### config.mk
export PLATFORM = sky130hd
export DESIGN_NAME = rr_mux
export DESIGN_NICKNAME = d
export VERILOG_FILES = /design/src/rtl/rr_mux.sv
export SDC_FILE = /design/constraint.sdc
export NUM_CORES = 1
export LEC_CHECK = 0
export CORE_MARGIN = 1.5
export CORE_UTILIZATION = 30
export CTS_BUF_LIST = sky130_fd_sc_hd__clkbuf_8
export CTS_CLUSTER_DIAMETER = 40
export CTS_CLUSTER_SIZE = 20
export DETAILED_ROUTE_END_ITERATION = 10
export PLACE_DENSITY = 0.68
export SKIP_LAST_GASP = 1
export SLEW_MARGIN = 20
export SYNTH_ARGS = -nofsm -noshare
export SYNTH_HDL_FRONTEND = slang
export SYNTH_SLANG_ARGS = --single-unit
### constraint.sdc
create_clock -name clk -period 2.7 [get_ports clk]
set_input_delay 0.27 -clock clk [delete_from_list [all_inputs] [get_ports clk]]
set_output_delay 0.27 -clock clk [all_outputs]
set_load 0.02 [all_outputs]
### src/rtl/rr_mux.sv
// rtl/rr_mux.sv - N-channel arbitrated mux with one registered output slot
module rr_mux #(
    parameter int WIDTH    = 16,
    parameter int CHANNELS = 4,
    parameter int SELW     = 3,
    parameter int RR       = 1
) (
    input  logic                      clk,
    input  logic                      rst_n,
    input  logic [CHANNELS-1:0]       in_valid,
    input  logic [CHANNELS*WIDTH-1:0] in_data,
    output logic [CHANNELS-1:0]       in_ready,
    input  logic                      force_en,
    input  logic [SELW-1:0]           force_sel,
    output logic                      out_valid,
    output logic [WIDTH-1:0]          out_data,
    output logic [SELW-1:0]           out_ch,
    input  logic                      out_ready
);

    logic [SELW-1:0]  ptr;
    logic [SELW-1:0]  g;
    logic [SELW-1:0]  g_hi;
    logic [SELW-1:0]  g_lo;
    logic             hit_hi;
    logic             hit_lo;
    logic             gnt;
    logic             load;
    logic             xfer;
    logic [WIDTH-1:0] sel_data;

    assign load = !out_valid || out_ready;
    assign xfer = gnt && load;

    // Lowest requester at/above ptr (hi) and lowest below ptr (lo); every lo index is below every hi index.
    always_comb begin
        g      = '0;
        gnt    = 1'b0;
        g_hi   = '0;
        g_lo   = '0;
        hit_hi = 1'b0;
        hit_lo = 1'b0;
        for (int i = CHANNELS - 1; i >= 0; i--) begin
            if (in_valid[i]) begin
                if (SELW'(i) >= ptr) begin
                    hit_hi = 1'b1;
                    g_hi   = SELW'(i);
                end else begin
                    hit_lo = 1'b1;
                    g_lo   = SELW'(i);
                end
            end
        end
        if (force_en) begin
            for (int i = 0; i < CHANNELS; i++) begin
                if (force_sel == SELW'(i)) begin
                    g   = force_sel;
                    gnt = in_valid[i];
                end
            end
        end else begin
            gnt = hit_hi || hit_lo;
            if (RR != 0) begin
                g = hit_hi ? g_hi : g_lo;
            end else begin
                g = hit_lo ? g_lo : g_hi;
            end
        end
    end

    always_comb begin
        in_ready = '0;
        sel_data = '0;
        for (int i = 0; i < CHANNELS; i++) begin
            if (g == SELW'(i)) begin
                in_ready[i] = xfer;
                sel_data    = in_data[i*WIDTH +: WIDTH];
            end
        end
    end

    always_ff @(posedge clk or negedge rst_n) begin
        if (!rst_n) begin
            out_valid <= 1'b0;
            out_data  <= '0;
            out_ch    <= '0;
            ptr       <= '0;
        end else begin
            if (xfer) begin
                out_valid <= 1'b1;
                out_data  <= sel_data;
                out_ch    <= g;
                if (RR != 0 && !force_en) begin
                    ptr <= (g == SELW'(CHANNELS - 1)) ? '0 : g + SELW'(1);
                end
            end else if (out_ready) begin
                out_valid <= 1'b0;
            end
        end
    end

endmodule
==> impl_metrics.env, run 1 <==
export IMPL_fin_tns_setup_ps=0
export IMPL_overflow=0
export IMPL_regToRegEndpoint="out_data[0]$_DFFE_PN0N_"
export IMPL_cp_max_fo=10
export IMPL_max_slew_worst_pin_slew_ps=336
export IMPL_cp_top_family="buffers and inverters"
export IMPL_r2r_start="ptr[1]$_DFFE_PN0P_"
export IMPL_dpl_cell_area_mm2=0.00289
export IMPL_grt_pass1_wl_um=8400
export IMPL_die_area_mm2=0.00623
export IMPL_initial_utilization_pct=31.2
export IMPL_synth_top_area_cell="dfrtp_1"
export IMPL_worstPathArrival_ps=2760
export IMPL_critPathLaunchType="primary input"
export IMPL_drive_above_1_share_pct=24.7
export IMPL_finalPower_mw=2.14
export IMPL_clk_root_buffer_cell="clkbuf_8"
export IMPL_maxCapViolCount=0
export IMPL_dp_hpwl_um=4060
export IMPL_dp_cells=357
export IMPL_wl_met1_um=2430
export IMPL_period_needed_ps=2600
export IMPL_place_congestion=0.791
export IMPL_final_setup_viol_count=0
export IMPL_drt_iter0_markers=75
export IMPL_first_pass_iters=4
export IMPL_syn_avg_cell_area_um2=9.82
export IMPL_ys_seq_area_share_pct=33.3
export IMPL_p_per_area_mw_per_mm2=701
export IMPL_path_buf_inv=4
export IMPL_critPathMaxStageDelay_ps=500
export IMPL_synth_cell_type_count=39
export IMPL_core_mm2=0.00554
export IMPL_synth_edff_count=0
export IMPL_holdBufCountCts=0
export IMPL_synthCells=176
export IMPL_leakagePower_nw=1.30
export IMPL_fin_crit_sh_pct=96.4
export IMPL_rows=27
export IMPL_routed_via_count=1763
export IMPL_final_max_slew_violation_count=0
export IMPL_hp_class="primary input to asynchronous set/reset pin"
export IMPL_fill_cells=508
export IMPL_area_growth_syn_to_layout_pct=76.3
export IMPL_fmax_ghz=0.384
export IMPL_grt_pass1_vias=1715
export IMPL_htreeDepth=1
export IMPL_final_cell_area_mm2=0.00305
export IMPL_cts_buffers=3
export IMPL_crit_chain="clkdlybuf4s50_1, inv_1, a2111oi_2, buf_4, o31ai_2, and2_1, ha_1, nor2b_1, buf_6, a221oi_1, o31ai_1, mux2_4"
export IMPL_slew_headroom_pct=77.4
export IMPL_fin_worst_skew_ps=6.67
export IMPL_critPathSlowestCell="clkdlybuf4s50_1"
export IMPL_reg2regPathDepth=11
export IMPL_die_w_um=78.9
export IMPL_cts_tree="yes"
export IMPL_clk_latency_ps=270
export IMPL_whs_ps=357
export IMPL_grt_max_degree=34
export IMPL_synth_nets=255
export IMPL_yosys_register_bits=23
export IMPL_syn_area_mm2=0.00173
export IMPL_cts_max_path_buffers=2
export IMPL_top_layer="met4"
export IMPL_finalHoldViolations=0
export IMPL_yosysTopAreaCellShare_pct=33.3
export IMPL_wire_per_inst_um=14.7
export IMPL_setup_worst_path_class="primary input to flop"
export IMPL_dp_slack_ps=-348
export IMPL_num_antenna_cells=0
export IMPL_synth_area_leaders="dfrtp_1, mux2_4, a221oi_1, o31ai_1, nor2_1"
export IMPL_yosys_top_cells_count="dfrtp_1, nor2_1, nand2_1"
export IMPL_cp_required_ps=2860
export IMPL_met2_length_um=2440
export IMPL_route_final_wire_length_um=5340
export IMPL_yosys_warnings=0
export IMPL_portBuffers=98
export IMPL_track_usage_pct=17.0
export IMPL_path_clk_slew_ps=90
export IMPL_drc=0
export IMPL_postSynth_asyncResetShare_pct=100
export IMPL_die_y_um=78.9
export IMPL_post_route_util_pct=55.0
export IMPL_cts_sinks=23
export IMPL_end_kind="flop"
export IMPL_wl_met3_um=401
export IMPL_reg2reg_slack_ps=170
export IMPL_antenna_left=0
export IMPL_ioPinCount=99
export IMPL_antenna_found_initial=0
export IMPL_fin_cells=363
export IMPL_fin_ws_ps=97.4
export IMPL_peakVddDrop_v=0.000477
export IMPL_viasPerCell=4.86
export IMPL_run_status="complete, no violations"
export IMPL_nNetsFinal=371
export IMPL_synth_ff_type="dfrtp_1"
-- area by class of cell --
cell class | instances | area [um^2] | area share (%)
clock buffer | 3 | 41.3 | 1.35
clock inverter | 1 | 5.00 | 0.164
inverter | 6 | 22.5 | 0.739
multi-input combinational | 134 | 1140 | 37.4
sequential | 23 | 576 | 18.9
tap | 72 | 90.1 | 2.96
timing repair buffer | 124 | 1170 | 38.5
-- power by group --
part	switching, mW	internal, mW
registers	0.0858	0.483
logic	0.594	0.755
clock network	0.116	0.103
-- registers in the layout, summed over array words and instances (netlist names) --
signal / cells
ptr: 3
out_data: 16
out_valid: 1
out_ch: 3
-- cells by family (layout without fill, tap and decap cells) --
family	Yosys count	after routing	share of synthesized area, %
muxes	20	20	16.6
adders and majority gates	4	4	2.89
DFF	23	23	33.3
and+or+nand+nor	64	64	17.9
buffers and inverters	19	134	6.80
AOI/OAI and AO/OA	46	46	22.6
-- worst reg2reg max path: stages, from the launching register on --
cell and delay [ps]:
dfrtp_1 410, buf_4 150, nor3b_1 250, a311oi_2 100, o31ai_2 250, nand2_1 130
ha_1 260, nor2b_1 200, buf_4 210, a221oi_2 70, o31ai_1 270, mux2_4 190
-- how the worst max path moves through the flow --
stage	slack, ps	cells past startpoint	start	end
6_report	100	12	in_valid[1]	out_data[15]$_DFFE_PN0N_
2_1_floorplan	170	11	ptr[1]$_DFFE_PN0P_	out_data[13]$_DFFE_PN0N_
3_3_place_gp	-280	12	in_valid[1]	out_data[9]$_DFFE_PN0N_
3_5_place_dp	-350	11	in_valid[1]	out_data[11]$_DFFE_PN0N_
5_1_grt	-90	12	in_valid[1]	out_data[6]$_DFFE_PN0N_
4_1_cts	6	11	in_valid[1]	out_data[11]$_DFFE_PN0N_
-- timing repair --
| action | 4_1_cts | 5_1_grt |
|---|---|---|
| resized for setup | 6 | 23 |
| setup buffers | 0 | 2 |
| pin swaps | 0 | 1 |
| endpoints found under the setup margin | 12 | 19 |
-- placed cells by master, fill, tap and decap left out, drive strengths merged, types with 3 or more instances in the layout --
cell type / count
nand2b: 4
clkdlybuf4s50: 92
dfrtp: 23
a221oi: 16
o31ai: 17
nor2: 23
nand2: 22
ha: 4
inv: 6
mux2: 18
buf: 26
clkbuf: 5
nor2b: 3
-- metal layers --
layer	global-route usage, %	vias to the layer above
met5	0	-
li1	-	883
met2	26.2	66
met3	4.71	6
met1	23.4	808
met4	4.56	0
(Power assumes the default switching activity.)
==> run 2, diff against run 1 <==
--- a/config.mk
+++ b/config.mk
@@ -5,13 +5,13 @@
 export SDC_FILE = /design/constraint.sdc
 export NUM_CORES = 1
 export LEC_CHECK = 0
-export CORE_MARGIN = 1.5
-export CORE_UTILIZATION = 30
+export CORE_MARGIN = 2
+export CORE_UTILIZATION = 36
 export CTS_BUF_LIST = sky130_fd_sc_hd__clkbuf_8
 export CTS_CLUSTER_DIAMETER = 40
 export CTS_CLUSTER_SIZE = 20
 export DETAILED_ROUTE_END_ITERATION = 10
-export PLACE_DENSITY = 0.68
+export PLACE_DENSITY = 0.8
 export SKIP_LAST_GASP = 1
 export SLEW_MARGIN = 20
 export SYNTH_ARGS = -nofsm -noshare
==> run 2 against run 1 <==
Clock-buffer cell count is the same. Non-clock buffer count fell by 5. Highest routed layer unchanged. Maximum frequency fell by 1.6%. Sequential share of layout area decreased by 0.18 points. Critical endpoint is now out_data[12]$_DFFE_PN0N_.
==> impl_metrics.env, run 2 (synthesized netlist as in run 1, its figures left out) <==
export IMPL_largest_register_ffs=16
export IMPL_final_setup_viol_count=0
export IMPL_initial_utilization_pct=36.9
export IMPL_fin_tns_setup_ps=0
export IMPL_critPathLaunchType="primary input"
export IMPL_route_final_wire_length_um=5570
export IMPL_path_clk_slew_ps=80
export IMPL_leakagePower_nw=1.30
export IMPL_antenna_found_initial=0
export IMPL_reg_largest_list="out_data x16, out_ch x3, ptr x3"
export IMPL_fmax_ghz=0.378
export IMPL_htreeDepth=1
export IMPL_antenna_left=0
export IMPL_portBuffers=98
export IMPL_finalHoldViolations=0
export IMPL_clk_root_buffer_cell="clkbuf_8"
export IMPL_viasPerCell=5.29
export IMPL_p_per_area_mw_per_mm2=714
export IMPL_clk_latency_ps=260
export IMPL_run_status="complete, no violations"
export IMPL_routed_via_count=1797
export IMPL_dp_cells=335
export IMPL_num_antenna_cells=0
export IMPL_track_usage_pct=19.6
export IMPL_cp_required_ps=2850
export IMPL_setup_worst_path_class="primary input to flop"
export IMPL_drt_iter0_markers=90
export IMPL_wire_per_inst_um=16.4
export IMPL_holdBufCountCts=0
export IMPL_area_growth_syn_to_layout_pct=77.9
export IMPL_grt_pass1_vias=1785
export IMPL_fin_crit_sh_pct=98.0
export IMPL_die_area_mm2=0.00537
export IMPL_ioPinCount=99
export IMPL_cts_sinks=23
export IMPL_cts_buffers=3
export IMPL_overflow=0
export IMPL_top_register="out_data"
export IMPL_maxCapViolCount=0
export IMPL_critPathMaxStageDelay_ps=470
export IMPL_nNetsFinal=366
export IMPL_die_w_um=73.3
export IMPL_end_kind="flop"
export IMPL_rows=25
export IMPL_cts_tree="yes"
export IMPL_fin_cells=340
export IMPL_core_mm2=0.00469
export IMPL_dp_hpwl_um=4090
export IMPL_cp_top_family="compound AO/OA/AOI/OAI gates"
export IMPL_final_max_slew_violation_count=0
export IMPL_first_pass_iters=4
export IMPL_drive_above_1_share_pct=25.5
export IMPL_period_needed_ps=2650
export IMPL_grt_pass1_wl_um=8270
export IMPL_path_buf_inv=2
export IMPL_final_cell_mix="clkdlybuf4s50_1, nor2_1, dfrtp_1"
export IMPL_slew_headroom_pct=73.0
export IMPL_fin_worst_skew_ps=2.71
export IMPL_max_slew_worst_pin_slew_ps=401
export IMPL_worstPathArrival_ps=2800
export IMPL_critPathSlowestCell="clkdlybuf4s50_1"
export IMPL_crit_chain="clkdlybuf4s50_1, or2b_1, a311oi_2, o31ai_2, and2_4, ha_1, nor2b_2, buf_6, a221oi_2, o31ai_1, mux2_4"
export IMPL_reg2regPathDepth=10
export IMPL_die_y_um=73.3
export IMPL_peakVddDrop_v=0.000437
export IMPL_post_route_util_pct=65.6
export IMPL_drc=0
export IMPL_final_common_cell="clkdlybuf4s50_1"
export IMPL_cp_depth=11
export IMPL_grt_max_degree=34
export IMPL_place_congestion=0.803
export IMPL_hp_class="primary input to asynchronous set/reset pin"
export IMPL_cp_max_fo=10
export IMPL_cts_max_path_buffers=2
[run 2: changes by cell type in the layout (fill, tap and decap cells not counted), moves of 2 or more]
cell,change
a221oi_2,-2
o31ai_1,-2
buf_4,-7
o31ai_2,+2
a221oi_1,-2
buf_6,+2
a221oi_4,+4
[run 2: worst paths after layout]
| check | from | endpoint | slack, ps |
|---|---|---|---|
| max | in_valid[2] | out_data[12]$_DFFE_PN0N_ | 50 |
| min | rst_n | out_data[7]$_DFFE_PN0N_ | 360 |
| max reg2reg | ptr[1]$_DFFE_PN0P_ | out_data[12]$_DFFE_PN0N_ | 100 |
| min reg2reg | out_ch[2]$_DFFE_PN0N_ | out_ch[2]$_DFFE_PN0N_ | 490 |
| max in group asynchronous | rst_n | out_data[0]$_DFFE_PN0N_ | 2110 |
| min in group clk | out_ch[2]$_DFFE_PN0N_ | out_ch[2]$_DFFE_PN0N_ | 490 |
[run 2: metal layers]
metal  vias to the layer above  part of all wire (%)  track usage (%)
met5                         -                     0                0
met4                         0                   1.9             4.04
met3                        10                   7.6             5.62
met2                        63                    51             34.2
met1                       850                    39             23.9
li1                        874                     -                -
[run 2: stage by stage]
| stage | area [um^2] | hold slack, ps | worst slack, ps | power, mW |
|---|---|---|---|---|
| after global routing | 3080 | 372 | -66.7 | 2.34 |
| after floorplan | 1730 | -25.6 | 166 | 1.29 |
| final | 3080 | 361 | 54.4 | 2.20 |
| after detailed placement | 2830 | 471 | -380 | 1.84 |
| after CTS | 2890 | 362 | 3.99 | 2.07 |
| after global placement | 2830 | 477 | -290 | 1.81 |
[run 2: repair_timing]
item,4_1_cts,5_1_grt
setup endpoints to repair,20,20
buffers inserted,0,1
resized for setup,7,33
pin swaps,1,4
endpoints found under the hold margin,0,0
[run 2: final cells by class]
type | count | area (um^2)
clock buffer | 3 | 41.3
clock inverter | 1 | 5.00
fill | 371 | 1620
inverter | 6 | 22.5
multi-input combinational | 134 | 1220
sequential | 23 | 576
tap | 54 | 67.6
timing repair buffer | 119 | 1150
[run 2: where the power goes]
| part | leakage (nW) | total [mW] | internal (mW) | switching, mW |
|---|---|---|---|---|
| Combinational | 0.990 | 1.42 | 0.780 | 0.637 |
| Sequential | 0.283 | 0.567 | 0.483 | 0.0838 |
| Clock | 0.0255 | 0.213 | 0.103 | 0.110 |
| Total | 1.30 | 2.20 | 1.37 | 0.830 |
